[src/rtl/rob_commit_if.sv]
// Commit-stage bundle between the reorder buffer head and the retire logic.
// master = rob_commit (retire side), slave = RoB / register file / store buffer side.
interface rob_commit_if #(parameter int BITS = 4);
  logic            head_occupied;
  logic            head_ready;
  logic [1:0]      head_type;
  logic [31:0]     head_value;
  logic [31:0]     head_dest;
  logic            head_taken;
  logic            st_ack;
  logic [BITS-1:0] rob_head;
  logic            rf_we;
  logic [4:0]      rf_rd;
  logic [31:0]     rf_value;
  logic [BITS-1:0] rf_robid;
  logic            st_commit;
  logic            flush;
  logic [31:0]     flush_pc;
  logic            jalr_release;
  logic [31:0]     commit_cnt;
  logic [1:0]      dbg_state;

  // Handshake: an entry retires only when head_occupied && head_ready are high at a
  // clock edge in RUN; a store holds the head until st_ack arrives in a later cycle
  // than its st_commit pulse.
  modport master (
    input  head_occupied, head_ready, head_type, head_value, head_dest, head_taken, st_ack,
    output rob_head, rf_we, rf_rd, rf_value, rf_robid, st_commit, flush, flush_pc,
           jalr_release, commit_cnt, dbg_state
  );
  modport slave (
    output head_occupied, head_ready, head_type, head_value, head_dest, head_taken, st_ack,
    input  rob_head, rf_we, rf_rd, rf_value, rf_robid, st_commit, flush, flush_pc,
           jalr_release, commit_cnt, dbg_state
  );
endinterface

[src/rtl/rob_commit.sv]
// In-order retire stage of the reorder buffer: one entry per cycle, store wait, flush.
// Optional retired-instruction counter enabled by defining ROB_COMMIT_CNT_EN.
module rob_commit #(
    parameter int BITS = 4,
    parameter int SIZE = 16
) (
    input  logic         clk_in,
    input  logic         rst_in,
    input  logic         rdy_in,
    rob_commit_if.master bus
);
    typedef enum logic [1:0] {RUN = 2'd0, ST_WAIT = 2'd1, FLUSH = 2'd2} state_t;

    localparam logic [BITS-1:0] LAST = BITS'(SIZE - 1);

    state_t          state_q, state_d;
    logic [BITS-1:0] head_q, head_d;
    logic            rf_we_q, rf_we_d;
    logic [4:0]      rf_rd_q, rf_rd_d;
    logic [31:0]     rf_value_q, rf_value_d;
    logic [BITS-1:0] rf_robid_q, rf_robid_d;
    logic            st_commit_q, st_commit_d;
    logic            flush_q, flush_d;
    logic [31:0]     flush_pc_q, flush_pc_d;
    logic            jalr_q, jalr_d;
    logic            fire;
    logic            mispredict;
    logic            ack_ok;
    logic            retire;

    assign fire       = rdy_in && bus.head_occupied && bus.head_ready;
    assign mispredict = bus.head_taken != bus.head_value[0];
    // The ack sampled while st_commit is still high belongs to nothing we issued.
    assign ack_ok     = rdy_in && bus.st_ack && !st_commit_q;

    always_ff @(posedge clk_in) begin
        if (!rst_in) state_q <= RUN;
        else         state_q <= state_d;
    end

    always_comb begin
        state_d = state_q;
        if (rdy_in) begin
            case (state_q)
                RUN: begin
                    if (fire && bus.head_type == 2'd1 && mispredict) state_d = FLUSH;
                    else if (fire && bus.head_type == 2'd2)          state_d = ST_WAIT;
                end
                ST_WAIT: if (ack_ok) state_d = RUN;
                FLUSH:   state_d = RUN;
                default: state_d = RUN;
            endcase
        end
    end

    always_comb begin
        head_d      = head_q;
        rf_we_d     = 1'b0;
        rf_rd_d     = rf_rd_q;
        rf_value_d  = rf_value_q;
        rf_robid_d  = rf_robid_q;
        st_commit_d = 1'b0;
        flush_d     = 1'b0;
        flush_pc_d  = flush_pc_q;
        jalr_d      = 1'b0;
        retire      = 1'b0;
        if (rdy_in) begin
            case (state_q)
                RUN: begin
                    if (fire) begin
                        case (bus.head_type)
                            2'd0, 2'd3: begin
                                rf_we_d    = bus.head_dest[4:0] != 5'd0;
                                rf_rd_d    = bus.head_dest[4:0];
                                rf_value_d = bus.head_value;
                                rf_robid_d = head_q;
                                jalr_d     = bus.head_type == 2'd3;
                                retire     = 1'b1;
                            end
                            2'd1: begin
                                if (mispredict) begin
                                    flush_d    = 1'b1;
                                    flush_pc_d = bus.head_dest;
                                end else begin
                                    retire = 1'b1;
                                end
                            end
                            default: st_commit_d = 1'b1;
                        endcase
                    end
                end
                ST_WAIT: retire = ack_ok;
                // The RoB clears its tail on flush, so the head restarts at entry 0.
                FLUSH:   head_d = '0;
                default: ;
            endcase
        end
        if (retire) head_d = (head_q == LAST) ? '0 : head_q + 1'b1;
    end

    always_ff @(posedge clk_in) begin
        if (!rst_in) begin
            head_q      <= '0;
            rf_we_q     <= 1'b0;
            rf_rd_q     <= '0;
            rf_value_q  <= '0;
            rf_robid_q  <= '0;
            st_commit_q <= 1'b0;
            flush_q     <= 1'b0;
            flush_pc_q  <= '0;
            jalr_q      <= 1'b0;
        end else begin
            head_q      <= head_d;
            rf_we_q     <= rf_we_d;
            rf_rd_q     <= rf_rd_d;
            rf_value_q  <= rf_value_d;
            rf_robid_q  <= rf_robid_d;
            st_commit_q <= st_commit_d;
            flush_q     <= flush_d;
            flush_pc_q  <= flush_pc_d;
            jalr_q      <= jalr_d;
        end
    end

`ifdef ROB_COMMIT_CNT_EN
    logic [31:0] cnt_q, cnt_d;

    // A mispredicted branch retires too, even though the head jumps to 0 afterwards.
    always_comb cnt_d = (retire || flush_d) ? cnt_q + 32'd1 : cnt_q;

    always_ff @(posedge clk_in) begin
        if (!rst_in) cnt_q <= '0;
        else         cnt_q <= cnt_d;
    end

    assign bus.commit_cnt = cnt_q;
`else
    assign bus.commit_cnt = 32'd0;
`endif

    assign bus.rob_head     = head_q;
    assign bus.rf_we        = rf_we_q;
    assign bus.rf_rd        = rf_rd_q;
    assign bus.rf_value     = rf_value_q;
    assign bus.rf_robid     = rf_robid_q;
    assign bus.st_commit    = st_commit_q;
    assign bus.flush        = flush_q;
    assign bus.flush_pc     = flush_pc_q;
    assign bus.jalr_release = jalr_q;
    assign bus.dbg_state    = state_q;
endmodule

[src/flat_wrapper.sv]
// flat-port wrapper written by rule: the top's interface ports become plain ports
module rob_commit_flat 
#(
    parameter int BITS = 4,
    parameter int SIZE = 16
)
  (clk_in, rst_in, rdy_in, bus_head_occupied, bus_head_ready, bus_head_type, bus_head_value, bus_head_dest, bus_head_taken, bus_st_ack, bus_rob_head, bus_rf_we, bus_rf_rd, bus_rf_value, bus_rf_robid, bus_st_commit, bus_flush, bus_flush_pc, bus_jalr_release, bus_commit_cnt, bus_dbg_state);
  rob_commit_if #(.BITS(BITS)) bus_i ();
  input  logic clk_in;
  input  logic rst_in;
  input  logic rdy_in;
  input wire logic [$bits(bus_i.head_occupied)-1:0] bus_head_occupied;
  input wire logic [$bits(bus_i.head_ready)-1:0] bus_head_ready;
  input wire logic [$bits(bus_i.head_type)-1:0] bus_head_type;
  input wire logic [$bits(bus_i.head_value)-1:0] bus_head_value;
  input wire logic [$bits(bus_i.head_dest)-1:0] bus_head_dest;
  input wire logic [$bits(bus_i.head_taken)-1:0] bus_head_taken;
  input wire logic [$bits(bus_i.st_ack)-1:0] bus_st_ack;
  output wire logic [$bits(bus_i.rob_head)-1:0] bus_rob_head;
  output wire logic [$bits(bus_i.rf_we)-1:0] bus_rf_we;
  output wire logic [$bits(bus_i.rf_rd)-1:0] bus_rf_rd;
  output wire logic [$bits(bus_i.rf_value)-1:0] bus_rf_value;
  output wire logic [$bits(bus_i.rf_robid)-1:0] bus_rf_robid;
  output wire logic [$bits(bus_i.st_commit)-1:0] bus_st_commit;
  output wire logic [$bits(bus_i.flush)-1:0] bus_flush;
  output wire logic [$bits(bus_i.flush_pc)-1:0] bus_flush_pc;
  output wire logic [$bits(bus_i.jalr_release)-1:0] bus_jalr_release;
  output wire logic [$bits(bus_i.commit_cnt)-1:0] bus_commit_cnt;
  output wire logic [$bits(bus_i.dbg_state)-1:0] bus_dbg_state;
  assign bus_i.head_occupied = bus_head_occupied;
  assign bus_i.head_ready = bus_head_ready;
  assign bus_i.head_type = bus_head_type;
  assign bus_i.head_value = bus_head_value;
  assign bus_i.head_dest = bus_head_dest;
  assign bus_i.head_taken = bus_head_taken;
  assign bus_i.st_ack = bus_st_ack;
  assign bus_rob_head = bus_i.rob_head;
  assign bus_rf_we = bus_i.rf_we;
  assign bus_rf_rd = bus_i.rf_rd;
  assign bus_rf_value = bus_i.rf_value;
  assign bus_rf_robid = bus_i.rf_robid;
  assign bus_st_commit = bus_i.st_commit;
  assign bus_flush = bus_i.flush;
  assign bus_flush_pc = bus_i.flush_pc;
  assign bus_jalr_release = bus_i.jalr_release;
  assign bus_commit_cnt = bus_i.commit_cnt;
  assign bus_dbg_state = bus_i.dbg_state;
  rob_commit #(.BITS(BITS), .SIZE(SIZE)) u_core (.clk_in(clk_in), .rst_in(rst_in), .rdy_in(rdy_in), .bus(bus_i));
endmodule
[config.mk]
export PLATFORM = sky130hd
export DESIGN_NAME = rob_commit_flat
export DESIGN_NICKNAME = d
export VERILOG_FILES = /design/src/rtl/rob_commit_if.sv /design/src/rtl/rob_commit.sv /design/src/flat_wrapper.sv
export SDC_FILE = /design/constraint.sdc
export NUM_CORES = 1
export LEC_CHECK = 0
export ABC_CLOCK_PERIOD_IN_PS = 3450
export BUFFER_PORTS_ARGS = -buffer_cell sky130_fd_sc_hd__buf_2
export CAP_MARGIN = 0
export CORE_AREA = 2 2 89 91
export DETAILED_ROUTE_END_ITERATION = 12
export DIE_AREA = 0 0 91 93
export GPL_ROUTABILITY_DRIVEN = 0
export PLACE_DENSITY_LB_ADDON = 0.1
export REMOVE_ABC_BUFFERS = 1
export SETUP_SLACK_MARGIN = 0.05
export SLEW_MARGIN = 10
export SYNTH_ARGS = -nofsm -noshare
export SYNTH_HDL_FRONTEND = slang
export SYNTH_SLANG_ARGS = --single-unit
[constraint.sdc]
create_clock -name clk_in -period 3.45 [get_ports clk_in]
set_clock_uncertainty 0.2 [all_clocks]
set_input_delay 0.345 -clock clk_in [delete_from_list [all_inputs] [get_ports clk_in]]
set_output_delay 0.345 -clock clk_in [all_outputs]
set_load 0.005 [all_outputs]
==> impl_metrics.ini, run 1 <==
[final_layout]
fin_nets = 638
final_common_cell = buf_2
fin_cells = 667
final_core_util_pct = 59.8
layout_common_cells = buf_2 (155), nand2_1 (153), dfxtp_1 (83)
area_delta_synth_final_pct = 26.9
drive_gt1_share_pct = 32.2
post-route-cell-area_sq_um = 4500
diodes = 0

[setup_path]
cp-end-kind = register
reg2reg_depth = 5
start_kind = register
path_max_fanout = 22
timing.rr.start = u_core.bus.dbg_state[1]
path_class = reg2reg
r2r_end = u_core.bus.rf_value[21]
r2r_slack_ns = 1.25
required_ns = 3.48
arrival_ns = 2.24

[die]
core_region_area_sq_um = 7530
num_rows = 32
pin_count = 188
start_util_pct = 47.1
fp.dieW_um = 91
die_h_um = 93
die-area_sq_um = 8460

[cts]
clk_latency_ns = 0.34
cts_tree = yes
htree_levels = 3
numCtsBuffers = 9
cts-root-buf = clkbuf_8
cts.sinks = 83
cts_resized = 0
post_cts_buffers = 0
clkTransAtPathRegs_ns = 0.08
postCtsHoldBufs = 0
cts_buffer_depth = 2

[min_path]
holdCritPathClass = in2reg
hold_end = u_core.bus.flush_pc[23]
hold_start = bus_head_dest[23]
whs_path_depth = 3

[global_route]
grt_pass1_wl_mm = 13.1
grt_usage_pct = 18.8
grt_pass1_vias = 2919
top_usage_layer = met2
grtUsageMet2_pct = 32.5
overflow = 0
gr-usage-met1_pct = 22.6
grt_antenna_before_repair = 0
grt_use_met3_pct = 5.32
grt_max_degree = 53

[placement]
place_inst = 651
io_buffers = 155
hpwl_mm = 5.81
pre_cts_slack_ns = 1.09
place_area_sq_um = 4250

[pwr]
vdd_drop_max_v = 0.000294
netSwitchingFraction_pct = 21.6
p_leak_uw = 0.00210
power_frac_seq_pct = 49.7
p_switching_uw = 426
clockPowerShare_pct = 42.9
p_int_uw = 1540
combPwrFrac_pct = 7.3
p_per_area_nw_per_um2 = 438

[timing]
report.final.slew_viol_count = 0
grt_setup_unrepaired = false
setup-violations-final = 0
setup_ws_ns = 1.25
tns_ns = 0
period_needed_ns = 2.20
fmax_ghz = 0.454
finalCritPeriodShare_pct = 63.9
relSlewSlack_pct = 27.1
worst_slew_pin_slew_ns = 1.09
finalHoldViolations = 0

[detailed_routing]
via_count = 3074
drt_iter0_drc = 69
viasPerCell = 4.61
drc = 0
drt-total-wl_mm = 8.00
dr.pass1.iters = 6
wire_per_inst_um = 12.0
antenna_left = 0

[synthesis]
synth-seq-area-share_pct = 46.8
synthCells = 416
synth_area_per_cell_sq_um = 8.53
synth_area_sq_um = 3550
ys_types = 34
synth-warning-count = 0
ys_ff_latch = 83

[job]
cap_violations = 0

[outcome]
status = complete, no violations
flip-flops by register name, indices dropped and copies added, names as in the netlist:
name and flops:
u_core.bus.flush 1, u_core.bus.rf_rd 5, u_core.bus.rf_we 1, u_core.bus.rf_robid 4, u_core.bus.flush_pc 32, u_core.bus.dbg_state 2
u_core.bus.st_commit 1, u_core.bus.rob_head 4, u_core.bus.rf_value 32, u_core.bus.jalr_release 1
cells in the mapped netlist:
cell,instances,share of area (%)
nand2_1,153,16
dfxtp_1,83,47
a21boi_1,48,10
buf_4,36,7.6
a21boi_0,25,5.3
clkbuf_1,13,1.4
o21ai_0,6,0.85
buf_2,5,0.71
ha_1,5,1.8
and3_1,4,0.71
and2_1,3,0.53
buf_6,3,0.95
nand3_1,3,0.42
nor2b_1,3,0.53
a21oi_1,2,0.28
inv_1,2,0.21
nand2b_1,2,0.35
nand4b_1,2,0.49
nor2_1,2,0.21
or3_1,2,0.35
a21boi_2,1,0.32
a31o_2,1,0.25
and2_4,1,0.25
conb_1,1,0.11
nand3b_1,1,0.21
nand4b_4,1,0.67
nor3_2,1,0.28
nor3b_1,1,0.21
nor3b_2,1,0.35
o211ai_1,1,0.21
o21a_1,1,0.21
o311a_1,1,0.28
o31ai_4,1,0.60
xnor2_1,1,0.25
power groups by stage:
| stage | registers [uW] | clock network (uW) | logic, uW |
|---|---|---|---|
| after floorplan | 1000 | 0 | 58.0 |
| after CTS | 980 | 871 | 146 |
| after global placement | 1000 | 0 | 144 |
| after global routing | 982 | 906 | 164 |
| after detailed placement | 1000 | 0 | 146 |
| final | 980 | 846 | 145 |
per-layer routing:
metal,wire [um],up-vias
li1,-,1567
met2,3630,123
met3,682,9
met4,94,0
met5,0,-
met1,3600,1375
worst max path at each step:
| stage | start | cells after the start | end |
|---|---|---|---|
| 2_1_floorplan | bus_head_type[1] | 6 | u_core.bus.flush_pc[21] |
| 3_3_place_gp | bus_head_value[0] | 6 | u_core.bus.flush_pc[22] |
| 3_5_place_dp | bus_head_type[1] | 7 | u_core.bus.flush_pc[22] |
| 4_1_cts | u_core.bus.dbg_state[1] | 5 | u_core.bus.rf_value[30] |
| 5_1_grt | u_core.bus.dbg_state[1] | 5 | u_core.bus.rf_value[9] |
| 6_report | u_core.bus.dbg_state[1] | 5 | u_core.bus.rf_value[21] |
logic make-up after synthesis:
logic type / share of synthesized area [%]
and+or+nand+nor: 21.8
AOI/OAI and AO/OA: 18.4
xor gates and xnor gates: 0.247
DFF: 46.8
adders and majority gates: 1.76
buffers and inverters: 10.9
other: 0.106
cell type report:
class	count	area [sq um]
Clock buffer	10	138
Clock inverter	6	113
Fill cell	725	3030
Inverter	2	7.51
Multi-Input combinational cell	305	1620
Sequential cell	83	1660
Tap cell	102	128
Timing Repair Buffer	159	831
critical path, cell delays in order, from the launching register on:
cell      delay [ns]
dfxtp_1         0.41
nor3b_2         0.30
nand3_1         0.62
buf_12          0.41
nand2_1         0.08
a21boi_1        0.07
metrics by stage:
stage          hold WS, ns  total power (uW)
6_report            0.0306              1970
5_1_grt             0.0229              2050
4_1_cts             0.0111              2000
3_5_place_dp         0.239              1150
3_3_place_gp         0.234              1150
2_1_floorplan        0.247              1060
No activity file was read; power rests on OpenSTA's default activity.
==> run 2, diff against run 1 <==
- ABC_AREA: default -> 1
- ABC_CLOCK_PERIOD_IN_PS: 3450 -> 2200
- CORE_AREA: 2 2 89 91 -> 2 2 92 94
- DIE_AREA: 0 0 91 93 -> 0 0 94 96
- clock period: 3.45 -> 2.2 ns (I/O delays scaled with it)
==> impl_metrics.ini, run 2 <==
[placement]
io_buffers = 155
hpwl_mm = 5.54
place_inst = 673

[detailed_routing]
drc = 0
antenna_left = 0
met3WireLength_um = 500
routed-wl-met2_mm = 4.39
dr.pass1.iters = 4
wire_per_inst_um = 11.5
drt-total-wl_mm = 8.67
routed.top_layer = met4
via_count = 3325
drt_iter0_drc = 102
viasPerCell = 4.42
met1_length_mm = 3.61

[synthesis]
ys_ff_latch = 83
synth-warning-count = 0
synth_area_per_cell_sq_um = 7.98
post-synth-top-count-cell = dfxtp_1
synth_top_area_share_pct = 48.2
ys_types = 30
synthCells = 432
ys_top_cells_by_area = dfxtp_1 (48%), nor2_1 (7.8%), buf_4 (7.0%)
synth_area_sq_um = 3450
yosys.area.top_type = dfxtp_1
synth_commonest_cells = dfxtp_1 (83), nor2_1 (72), inv_1 (53)
synth-edff-count = 0
ys_async_sr_fraction_pct = 0
synthFlopType = dfxtp_1
synth-seq-area-share_pct = 48.2

[final_layout]
area_delta_synth_final_pct = 43.9
layout_common_cells = buf_2 (155), dfxtp_1 (83), nor2_1 (72)
diodes = 0
fin_nets = 721
multi_input_area_sq_um = 1290
final_common_cell = buf_2
drive_gt1_share_pct = 28.9
fill_cells = 742
seq_area_sq_um = 1660
fin_cells = 753

[pwr]
vdd_drop_max_v = 0.000348
clockPowerShare_pct = 36.5
p_per_area_nw_per_um2 = 611
p_int_uw = 2320
netSwitchingFraction_pct = 23.4
combPwrFrac_pct = 12.0
p_switching_uw = 708
p_leak_uw = 0.00239
power_frac_seq_pct = 51.4
fin_total_pwr_uw = 3030

[cts]
cts_resized = 0
htree_levels = 3
clkTransAtPathRegs_ns = 0.08
cts.sinks = 83
clk_latency_ns = 0.33
cts_tree = yes
cts-root-buf = clkbuf_8
cts_buffer_depth = 2
numCtsBuffers = 9

[die]
die_h_um = 96
die-area_sq_um = 9020
start_util_pct = 42.8
pin_count = 188
num_rows = 33
fp.dieW_um = 94
core_region_area_sq_um = 8050

[setup_path]
path_class = in2reg
cp-end-kind = register
start_kind = input pin
arrival_ns = 1.98
path_max_fanout = 32
required_ns = 2.28

[timing]
finalCritPeriodShare_pct = 86.7
setup-violations-final = 0
fmax_ghz = 0.524
tns_ns = 0
grt_setup_unrepaired = false
report.final.slew_viol_count = 0
worst_slew_pin_slew_ns = 0.500
period_needed_ns = 1.91
finalHoldViolations = 0
relSlewSlack_pct = 66.7

[job]
cap_violations = 0

[global_route]
grt_usage_pct = 18.8
overflow = 0
grt_antenna_before_repair = 0
grt_pass1_vias = 3036
grt_max_degree = 43
grt_pass1_wl_mm = 13.3

[outcome]
status = complete, no violations

[min_path]
holdCritPathClass = in2reg
[run 2: changes by cell type after synthesis, moves of 5 or more]
| cell | change |
|---|---|
| buf_6 | +7 |
| inv_1 | +51 |
| o21ai_0 | +34 |
| nor2_1 | +70 |
| o21ai_1 | +32 |
| a21oi_1 | +41 |
| a21boi_0 | -25 |
| buf_2 | -5 |
| a21boi_1 | -47 |
| nand2_1 | -135 |
[run 2: critical path: stages]
cell and delay [ns]:
dlygate4sd3_1 0.53, buf_2 0.14, inv_1 0.05, nand2_1 0.07, a21boi_1 0.25, nand2_2 0.17
clkinv_2 0.35, nor2_1 0.08, nor2_1 0.11
[run 2: final cells by class]
type / instances / area share, %
clock buffers: 12 / 3.13
clock inverters: 4 / 0.984
inverters: 55 / 4.19
multi-input cells: 270 / 26.0
flip-flops and latches: 83 / 33.5
well taps: 105 / 2.65
repair buffers: 224 / 29.6
[run 2: cell families after synthesis]
family / count (synthesis) / share of synthesized area (%)
other: 1 / 0.109
flip-flops: 83 / 48.2
buffers and inverters: 110 / 17.8
AND/OR/NAND/NOR: 110 / 13.4
adder cells (fa/ha/maj): 5 / 1.82
AO/OA/AOI/OAI: 121 / 18.2
XOR/XNOR: 2 / 0.508
[run 2: worst paths after layout]
path,slack [ns],startpoint,cells past startpoint,end
max,0.29,bus_head_value[0],9,u_core.bus.flush_pc[7]
min,0.06,bus_head_occupied,5,u_core.bus.st_commit
max reg2reg,0.39,u_core.bus.dbg_state[1],7,u_core.bus.flush_pc[7]
min reg2reg,0.24,u_core.bus.rf_value[5],2,u_core.bus.rf_value[5]
[run 2: stage by stage]
step	hold slack, ns	util (%)	worst slack [ns]	area (sq um)
floorplan	0.137	-	0.251	3160
global placement	0.227	51.1	0.391	4110
detailed placement	0.231	51.1	0.308	4110
CTS	0.0485	61.6	0.332	4960
global route	0.0655	61.6	0.0988	4960
finish	0.0627	61.6	0.292	4960
[run 2: per-layer routing]
layer  GRT usage, %  vias up
li1               -     1731
met1           20.7     1467
met2           34.9      112
met3           3.76       15
met4           8.33        0
met5              0        -
[run 2: power by group through the flow]
stage                     Combinational [uW]  Clock (uW)  Sequential [uW]
after floorplan                          115           0             1600
after global placement                   267           0             1590
after detailed placement                 271           0             1600
after CTS                                360        1150             1560
after global routing                     410        1220             1570
final                                    364        1110             1560
[run 2: what timing repair did]
| action | CTS | global route |
|---|---|---|
| buffers inserted | 0 | 0 |
| hold buffers | 64 | 0 |
| endpoints found under the hold margin | 69 | 0 |
